### config.mk
export PLATFORM = sky130hd
export DESIGN_NAME = uart_rxfifo_flat
export DESIGN_NICKNAME = d
export VERILOG_FILES = /design/src/rtl/uart_rxfifo_if.sv /design/src/rtl/uart_rxfifo.sv /design/src/flat_wrapper.sv
export SDC_FILE = /design/constraint.sdc
export NUM_CORES = 1
export LEC_CHECK = 0
export CORE_MARGIN = 3
export CORE_UTILIZATION = 61
export CTS_CLUSTER_DIAMETER = 40
export DETAILED_ROUTE_END_ITERATION = 8
export GPL_TIMING_DRIVEN = 0
export HOLD_SLACK_MARGIN = 0.12
export PLACE_DENSITY = 0.95
export SKIP_CTS_REPAIR_TIMING = 1
export SLEW_MARGIN = 20
export SYNTH_ARGS = -nofsm -noshare
export SYNTH_HDL_FRONTEND = slang
export SYNTH_SLANG_ARGS = --single-unit
### constraint.sdc
create_clock -name i_clk -period 3.9 [get_ports i_clk]
set_input_delay 0.39 -clock i_clk [delete_from_list [all_inputs] [get_ports i_clk]]
set_output_delay 0.39 -clock i_clk [all_outputs]
set_load 0.01 [all_outputs]
### src/rtl/uart_rxfifo_if.sv
// Receiver-side strobe/flags plus Wishbone slave signals for the UART RX FIFO.
// The slave modport is used by the FIFO, the master modport by whoever drives it.
interface uart_rxfifo_if;
    logic        i_rx_stb;
    logic [7:0]  i_rx_data;
    logic        i_rx_break;
    logic        i_rx_ferr;
    logic        i_rx_perr;
    logic        i_wb_cyc;
    logic        i_wb_stb;
    logic        i_wb_we;
    logic        i_wb_addr;
    logic [31:0] i_wb_data;
    logic        o_wb_ack;
    logic        o_wb_stall;
    logic [31:0] o_wb_data;

    modport slave (
        input  i_rx_stb, i_rx_data, i_rx_break, i_rx_ferr, i_rx_perr,
        input  i_wb_cyc, i_wb_stb, i_wb_we, i_wb_addr, i_wb_data,
        output o_wb_ack, o_wb_stall, o_wb_data
    );

    modport master (
        output i_rx_stb, i_rx_data, i_rx_break, i_rx_ferr, i_rx_perr,
        output i_wb_cyc, i_wb_stb, i_wb_we, i_wb_addr, i_wb_data,
        input  o_wb_ack, o_wb_stall, o_wb_data
    );
endinterface

### src/rtl/uart_rxfifo.sv
// UART receive FIFO with Wishbone DATA/STATUS registers; ack and read data one cycle after stb,
// never stalls; bytes arriving while full are dropped and latch a sticky overflow flag.
module uart_rxfifo #(
    parameter int LGFLEN = 4
) (
    input  logic             i_clk,
    input  logic             i_rst,
    uart_rxfifo_if.slave     bus,
    output logic             o_rx_int,
    output logic             o_rx_half,
    output logic             o_rts
);
    localparam int DEPTH = 1 << LGFLEN;
    localparam logic [LGFLEN:0] FULL_CNT = (LGFLEN+1)'(DEPTH);
    localparam logic [LGFLEN:0] HALF_CNT = (LGFLEN+1)'(DEPTH / 2);
    localparam logic [LGFLEN:0] RTS_CNT  = (LGFLEN+1)'(DEPTH - 2);

    logic [10:0]       mem_q [DEPTH];
    logic [LGFLEN-1:0] wr_ptr_q, wr_ptr_d;
    logic [LGFLEN-1:0] rd_ptr_q, rd_ptr_d;
    logic [LGFLEN:0]   fill_q, fill_d;
    logic              ovf_q, ovf_d;
    logic              ack_q;
    logic [31:0]       rdata_q, rdata_d;

    logic        empty, full, half;
    logic        pop_req, do_pop, do_push;
    logic        wr_status, flush, ovf_clr, ovf_set;
    logic [10:0] head, entry;
    logic        unused_ok;

    assign empty = (fill_q == '0);
    assign full  = (fill_q == FULL_CNT);
    assign half  = (fill_q >= HALF_CNT);
    assign head  = mem_q[rd_ptr_q];
    assign entry = {bus.i_rx_break, bus.i_rx_ferr, bus.i_rx_perr, bus.i_rx_data};

    assign pop_req   = bus.i_wb_stb && !bus.i_wb_we && !bus.i_wb_addr;
    assign do_pop    = pop_req && !empty;
    assign wr_status = bus.i_wb_stb && bus.i_wb_we && bus.i_wb_addr;
    assign flush     = wr_status && bus.i_wb_data[30];
    assign ovf_clr   = wr_status && bus.i_wb_data[31];

    // A pop on a full FIFO frees the slot the incoming byte needs; a flush discards it silently.
    assign do_push = bus.i_rx_stb && (!full || do_pop) && !flush;
    assign ovf_set = bus.i_rx_stb && full && !do_pop && !flush;

    always_comb begin
        fill_d   = fill_q;
        wr_ptr_d = wr_ptr_q;
        rd_ptr_d = rd_ptr_q;
        if (flush) begin
            fill_d   = '0;
            wr_ptr_d = '0;
            rd_ptr_d = '0;
        end else begin
            if (do_push) wr_ptr_d = wr_ptr_q + 1'b1;
            if (do_pop)  rd_ptr_d = rd_ptr_q + 1'b1;
            case ({do_push, do_pop})
                2'b10:   fill_d = fill_q + 1'b1;
                2'b01:   fill_d = fill_q - 1'b1;
                default: fill_d = fill_q;
            endcase
        end
    end

    always_comb begin
        ovf_d = ovf_q;
        if (ovf_set)      ovf_d = 1'b1;
        else if (ovf_clr) ovf_d = 1'b0;
    end

    always_comb begin
        rdata_d = rdata_q;
        if (bus.i_wb_stb) begin
            if (!bus.i_wb_addr) begin
                if (empty) rdata_d = 32'h0000_0100;
                else       rdata_d = {20'h0, head[10:8], 1'b0, head[7:0]};
            end else begin
                rdata_d = {ovf_q, full, half, empty, 12'h0,
                           {(15-LGFLEN){1'b0}}, fill_q};
            end
        end
    end

    always_ff @(posedge i_clk or posedge i_rst) begin
        if (i_rst) begin
            wr_ptr_q <= '0;
            rd_ptr_q <= '0;
            fill_q   <= '0;
            ovf_q    <= 1'b0;
            ack_q    <= 1'b0;
            rdata_q  <= '0;
        end else begin
            wr_ptr_q <= wr_ptr_d;
            rd_ptr_q <= rd_ptr_d;
            fill_q   <= fill_d;
            ovf_q    <= ovf_d;
            ack_q    <= bus.i_wb_stb;
            rdata_q  <= rdata_d;
        end
    end

    always_ff @(posedge i_clk) begin
        if (do_push) mem_q[wr_ptr_q] <= entry;
    end

    assign bus.o_wb_ack   = ack_q;
    assign bus.o_wb_stall = 1'b0;
    assign bus.o_wb_data  = rdata_q;

    assign o_rx_int  = !empty;
    assign o_rx_half = half;
    assign o_rts     = (fill_q < RTS_CNT);

    // Cycle qualifier and the low write-data bits carry no meaning for this block.
    assign unused_ok = ^{bus.i_wb_cyc, bus.i_wb_data[29:0]};
endmodule
### src/flat_wrapper.sv
// flat-port wrapper written by rule: the top's interface ports become plain ports
module uart_rxfifo_flat 
#(
    parameter int LGFLEN = 4
)
  (i_clk, i_rst, o_rx_int, o_rx_half, o_rts, bus_i_rx_stb, bus_i_rx_data, bus_i_rx_break, bus_i_rx_ferr, bus_i_rx_perr, bus_i_wb_cyc, bus_i_wb_stb, bus_i_wb_we, bus_i_wb_addr, bus_i_wb_data, bus_o_wb_ack, bus_o_wb_stall, bus_o_wb_data);
  uart_rxfifo_if bus_i ();
  input  logic i_clk;
  input  logic i_rst;
  output logic o_rx_int;
  output logic o_rx_half;
  output logic o_rts;
  input wire logic [$bits(bus_i.i_rx_stb)-1:0] bus_i_rx_stb;
  input wire logic [$bits(bus_i.i_rx_data)-1:0] bus_i_rx_data;
  input wire logic [$bits(bus_i.i_rx_break)-1:0] bus_i_rx_break;
  input wire logic [$bits(bus_i.i_rx_ferr)-1:0] bus_i_rx_ferr;
  input wire logic [$bits(bus_i.i_rx_perr)-1:0] bus_i_rx_perr;
  input wire logic [$bits(bus_i.i_wb_cyc)-1:0] bus_i_wb_cyc;
  input wire logic [$bits(bus_i.i_wb_stb)-1:0] bus_i_wb_stb;
  input wire logic [$bits(bus_i.i_wb_we)-1:0] bus_i_wb_we;
  input wire logic [$bits(bus_i.i_wb_addr)-1:0] bus_i_wb_addr;
  input wire logic [$bits(bus_i.i_wb_data)-1:0] bus_i_wb_data;
  output wire logic [$bits(bus_i.o_wb_ack)-1:0] bus_o_wb_ack;
  output wire logic [$bits(bus_i.o_wb_stall)-1:0] bus_o_wb_stall;
  output wire logic [$bits(bus_i.o_wb_data)-1:0] bus_o_wb_data;
  assign bus_i.i_rx_stb = bus_i_rx_stb;
  assign bus_i.i_rx_data = bus_i_rx_data;
  assign bus_i.i_rx_break = bus_i_rx_break;
  assign bus_i.i_rx_ferr = bus_i_rx_ferr;
  assign bus_i.i_rx_perr = bus_i_rx_perr;
  assign bus_i.i_wb_cyc = bus_i_wb_cyc;
  assign bus_i.i_wb_stb = bus_i_wb_stb;
  assign bus_i.i_wb_we = bus_i_wb_we;
  assign bus_i.i_wb_addr = bus_i_wb_addr;
  assign bus_i.i_wb_data = bus_i_wb_data;
  assign bus_o_wb_ack = bus_i.o_wb_ack;
  assign bus_o_wb_stall = bus_i.o_wb_stall;
  assign bus_o_wb_data = bus_i.o_wb_data;
  uart_rxfifo #(.LGFLEN(LGFLEN)) u_core (.i_clk(i_clk), .i_rst(i_rst), .bus(bus_i), .o_rx_int(o_rx_int), .o_rx_half(o_rx_half), .o_rts(o_rts));
endmodule
Word-level counts from Yosys, hierarchy flattened --
Memory sizes are Yosys's and may differ from the RTL's. Cells that the tools add are included.
Operators by class: add/subtract/negate cells 4, multipliers 0, div/mod/pow operators 0, order comparisons 2, equal/unequal tests 3, shifts and indexed selects 0, mux-type cells 12, bitwise gates (word level) 0, reduce and logical (&&, ||, !) cells 24
Operators by type and width (number):
- 32-bit 2-to-1 mux | 1
- 4-bit 2-to-1 mux | 4
- 1-bit logical AND | 12
- 12-bit 2-to-1 mux | 1
- 5-bit one-hot mux with 2 select lines | 1
- 4-bit by 1-bit adder with 4-bit output, second input constant | 2
- 1-bit logical NOT | 6
- 2-bit nonzero test | 3
- 5-bit by 1-bit adder with 5-bit output, second input constant | 1
- 5-bit equality test, second input constant | 1
- 5-bit by 4-bit greater-or-equal comparator with 1-bit output, second input constant | 1
- 5-bit logical NOT | 1
- 5-bit by 4-bit < comparator with 1-bit output, second input constant | 1
- 5-bit 2-to-1 mux | 1
- 5-bit by 1-bit subtractor with 5-bit output, second input constant | 1
- 1-bit 2-to-1 mux | 4
- 3-bit nonzero test | 1
- 2-bit by 1-bit equality test with 1-bit output, second input constant | 1
- 2-bit equality test, second input constant | 1
- 1-bit logical OR | 1
Storage, ports and cells: register bits 47, latch bits 0, bits in writable memories 176, bits in read-only memories 0, bits of input ports 50, output and inout bits 37, word-level logic and storage cells 52, memories 1
Memories:
- u_core.mem_q | depth 16, bits a word 11, read ports 1, clocked after memory_dff 0, wr ports 1, RTL line uart_rxfifo.sv:18 | logic [10:0] mem_q [DEPTH];

Depth between registers and ports, before layout --
depth after elaboration 10, gate-level depth with buffers 10, depth with buffers taken out 9

Worst setup path after synthesis --
No wires, ideal clock.
path kind input-to-reg, from in bus_i_wb_addr, to mem u_core.mem_q[0][0] (enable), library setup time 0.393 ns, data arrival time 2.330 ns, required time 3.507 ns, path slack 1.177 ns, stages 6, path buffers 1, path through clkbuf_1 -> or3b_2 -> nand3_1 -> nor2b_1 -> nand2_1 -> nor3_1
Between the ends: longest elaborated chain between the ends 8, elaborated cells between the ends (all ways) 11, those cells by class mux (2); reduce/logical (9)
Ends and longest elaborated chain:
- start: declaration | RTL line flat_wrapper.sv:21 | input wire logic [$bits(bus_i.i_wb_addr)-1:0] bus_i_wb_addr;
- 1-bit logical NOT | RTL line uart_rxfifo.sv:38 | assign pop_req = bus.i_wb_stb && !bus.i_wb_we && !bus.i_wb_addr;
- 1-bit logical AND | RTL line uart_rxfifo.sv:38
- 1-bit logical AND | RTL line uart_rxfifo.sv:39 | assign do_pop = pop_req && !empty;
- 1-bit logical OR | RTL line uart_rxfifo.sv:45 | assign do_push = bus.i_rx_stb && (!full || do_pop) && !flush;
- 1-bit logical AND | RTL line uart_rxfifo.sv:45
- 1-bit logical AND (*) | RTL line uart_rxfifo.sv:45
- 1-bit 2-to-1 mux (*) | RTL line uart_rxfifo.sv:105 | if (do_push) mem_q[wr_ptr_q] <= entry;
- 1-bit 2-to-1 mux (not written as such) (*) | RTL line uart_rxfifo.sv:105
- end: declaration | RTL line uart_rxfifo.sv:18
Mark *: on every way between the ends. The rest lies on a longest branch, timed or not.

Worst setup path after layout --
from in bus_i_wb_we, to mem u_core.mem_q[15][6] (enable)
Between the ends: longest elaborated chain between the ends 9, elaborated cells between the ends (all ways) 13, those cells by class mux (2); reduce/logical (11)
Ends and longest elaborated chain:
- start: declaration | RTL line flat_wrapper.sv:20 | input wire logic [$bits(bus_i.i_wb_we)-1:0] bus_i_wb_we;
- 1-bit logical NOT | RTL line uart_rxfifo.sv:38
- 1-bit logical AND (2 in series) | RTL line uart_rxfifo.sv:38
- 1-bit logical AND | RTL line uart_rxfifo.sv:39
- 1-bit logical OR | RTL line uart_rxfifo.sv:45
- 1-bit logical AND | RTL line uart_rxfifo.sv:45
- 1-bit logical AND (*) | RTL line uart_rxfifo.sv:45
- 1-bit 2-to-1 mux (*) | RTL line uart_rxfifo.sv:105
- 1-bit 2-to-1 mux (not written as such) (*) | RTL line uart_rxfifo.sv:105
Marks and branches as above.

==> summary.txt <==
Finish
  • Post-Layout Inst Area: 9980 sq um
  • Post-route non-filler standard cell count: 770
  • Post-layout utilization of the core: 74.47%
  • Share of post-route cells with drive strength above 1: 23.57%
  • Nets: 632
  • Diode insertion count for antenna repair: 0
  • Most common cell after layout, fill and taps aside: edfxtp_1
  • Area growth syn-to-layout: 17.92%
  • Most frequent cells in the layout: 176 x edfxtp_1, 44 x mux4_2, 36 x clkdlybuf4s50_1

CTS
  • Clock edge transition at the registers on the reported setup and hold paths: 60 ps
  • TritonCTS sink count: 207
  • Source-to-sink clock delay at the later pin of the worst-skew pair: 530 ps
  • TritonCTS clock tree: done
  • Number of levels the H-tree was split into: 1
  • Total CTS buffers: 25
  • Clock root buffer: clkbuf_16
  • CTS max path bufs: 3

Worst setup path
  • Cell family with the largest share of critical-path delay: simple AND/OR/NAND/NOR gates
  • Max incr delay on CP: 840 ps
  • CP Data Arrival Time: 3020 ps
  • Worst path bufs/invs: 1
  • Worst r2r src: u_core.fill_q[2]
  • Number of logic stages on the critical path including buffering: 6
  • Worst setup path startpoint: bus_i_wb_we
  • Worst R2R Path Depth: 6
  • CP required: 4040 ps
  • Worst-path maximum fanout: 11
  • Cell breakdown of the critical path: clkdlybuf4s50_1 -> or3b_2 -> nand3_1 -> nor2b_1 -> nand2_1 -> nor2_1
  • Setup crit end kind: flop
  • Critical Path Start Type: primary input
  • Type of the worst setup path: primary input to flop
  • Cell at the slowest stage of the critical path: nor2_1

STA
  • Number of hold violations in the final report: 0
  • Final critical-path share of the clock period: 73.65%
  • Minimum hold slack: 210.1 ps
  • Maximum achievable frequency: 348.2 MHz
  • Setup TNS: 0 ps
  • Relative slew margins: 29.26%
  • Final setup fails: 0
  • Fin Clk Skew: 18.90 ps
  • Unrepaired setup endpoints after global routing: false
  • Pin slew with the least headroom to its limit: 1057 ps
  • Worst Slack Setup Final: 1028 ps
  • Max-slew violations: 0
  • Crit path time final: 2872 ps

Synth
  • Cell area after technology mapping: 8463 sq um
  • Post-synthesis cell type with the largest combined area: edfxtp_1
  • #FFs+latches synth: 207
  • Average cell area after synthesis: 17.20 sq um
  • Sequential area share after synthesis: 71.61%
  • Share of flip-flops with an asynchronous set or reset: 14.98%
  • Area contributors post-synth: edfxtp_1 62%, mux4_2 12%, dfrtp_1 9.2%
  • Number of enable flip-flop cells after synthesis: 176
  • Count of unique library cells instantiated by Yosys: 45
  • Ys flop type: edfxtp_1
  • Count of warnings emitted by yosys: 0
  • Count of mapped cells out of synthesis: 492
  • Area share of the leading cell type in the synthesized netlist: 62.45%

Die
  • Initial Utilization: 63.16%
  • Full die area: 15320 sq um
  • CORE AREA: 13400 sq um
  • Die Span X: 123.8 microns
  • Number of placement rows: 42
  • IO Pins: 87
  • Height of the chip: 123.8 microns

Placed design
  • Worst slack after detailed placement: 485.2 ps
  • Cell Count Post-Placement: 724
  • Port buffer count: 36
  • DP HPWL: 11.91 mm
  • DP Area: 9174 sq um
  • Final weighted congestion of routability-driven global placement: 0.9285

Drt
  • Detailed-route wire length per cell: 25.52 microns
  • Number of remaining DRC errors: 0
  • Number of optimization iterations in the first detailed-route pass: 5
  • Number of routed nets with antenna violations: 0
  • Routed via count divided by cell count: 6.429
  • Total length of routed wires: 19.65 mm
  • Iteration-0 DRC Markers: 673
  • Via count: 4950

Run
  • Number of max-capacitance violations reported: 0

Hold path
  • HP Start: bus_i_rx_stb
  • Worst hold path stage count: 3
  • Worst min-delay path category: primary input to flop

GRT
  • Antenna violations before repair: 0
  • Remaining Overflow, GRT: 0
  • Pin count of the biggest net entering global routing: 32
  • Overall track demand over capacity in global routing: 26.97%
  • Wire length of the first global-routing pass: 29.73 mm
  • Number of global-route vias before repair: 4979

Power
  • Post-route total power: 7.022 mW
  • Leakage power: 3.467 nW
  • Highest ir drop seen on vdd: 0.4349 mV
  • Total power divided by cell area: 703.6 nW/um^2

Run status
  • Run status: completed
==> layer usage <==
| metal | routed length (microns) | vias up | track usage, % |
|---|---|---|---|
| met4 | 789 | 0 | 11.28 |
| li1 | - | 2060 | - |
| met3 | 1935 | 73 | 6.040 |
| met5 | 0 | - | 0 |
| met1 | 6669 | 2455 | 33.54 |
| met2 | 10260 | 362 | 46.10 |
==> worst register-to-register path, cell delays in order, from the launching register on <==
cell      delay, ps
dfrtp_1         330
clkbuf_1        420
nor4_4          110
nand3_1         200
nor2b_1         310
nand2_1         220
nor2_1          840
==> registers in the layout, indices dropped and copies added (netlist names) <==
name and flops:
u_core.fill_q 5, u_core.bus.o_wb_data 16, u_core.rd_ptr_q 4, u_core.wr_ptr_q 4, u_core.bus.o_wb_ack 1, u_core.mem_q 176, u_core.ovf_q 1
==> where the power goes <==
part | internal (mW) | total (mW) | switching (mW)
registers | 2.69 | 2.83 | 0.143
logic | 0.871 | 1.99 | 1.12
clock network | 1.26 | 2.20 | 0.937
total | 4.82 | 7.02 | 2.20
==> logic make-up (layout without fill, tap and decap cells) <==
kind of cell,after synthesis,after routing,share of synthesized area (%)
muxes,51,51,12.58
adders and majority gates,7,7,1.035
DFF,207,207,71.61
xor gates and xnor gates,8,8,0.8278
other,1,17,0.04431
AOI/OAI and AO/OA,51,51,4.022
buffers and inverters,60,146,3.607
and+or+nand+nor,107,107,6.268
==> path summary, 6_finish.rpt <==
path                                            to  slack (ps)
setup / recovery               u_core.mem_q[15][6]        1030
hold / removal                  u_core.wr_ptr_q[1]         210
setup reg to reg               u_core.mem_q[15][6]        1090
hold reg to reg            u_core.bus.o_wb_data[2]         520
max in group asynchronous         u_core.fill_q[3]        3190
min in group asynchronous  u_core.bus.o_wb_data[6]         280
==> final cells by class <==
cell class	instances	area [sq um]
flip-flops and latches	207	6061
fillers	730	3421
plain buffers	44	245.2
clock inverters	17	131.4
multi-input cells	241	2200
repair buffers	40	390.4
clock buffers	29	671.9
inverters	16	60.06
well taps	176	220.2
==> synth_stat cells, types with 2 or more instances <==
cell type    n
a21oi_1     12
a22oi_1     14
and3_1       6
buf_1        9
buf_2        7
buf_4       19
clkbuf_1     9
dfrtp_1     31
edfxtp_1   176
ha_1         7
inv_1       16
mux2_2       3
mux2i_1      4
mux4_2      44
nand2_1     26
nand2b_1     2
nand3_1     19
nand4_1      3
nor2_1      31
nor2b_1      4
nor3_1       5
o21ai_0      8
o22ai_1      8
or3_1        2
xnor2_1      4
xor2_1       4
Power figures use the tool's default switching activity.
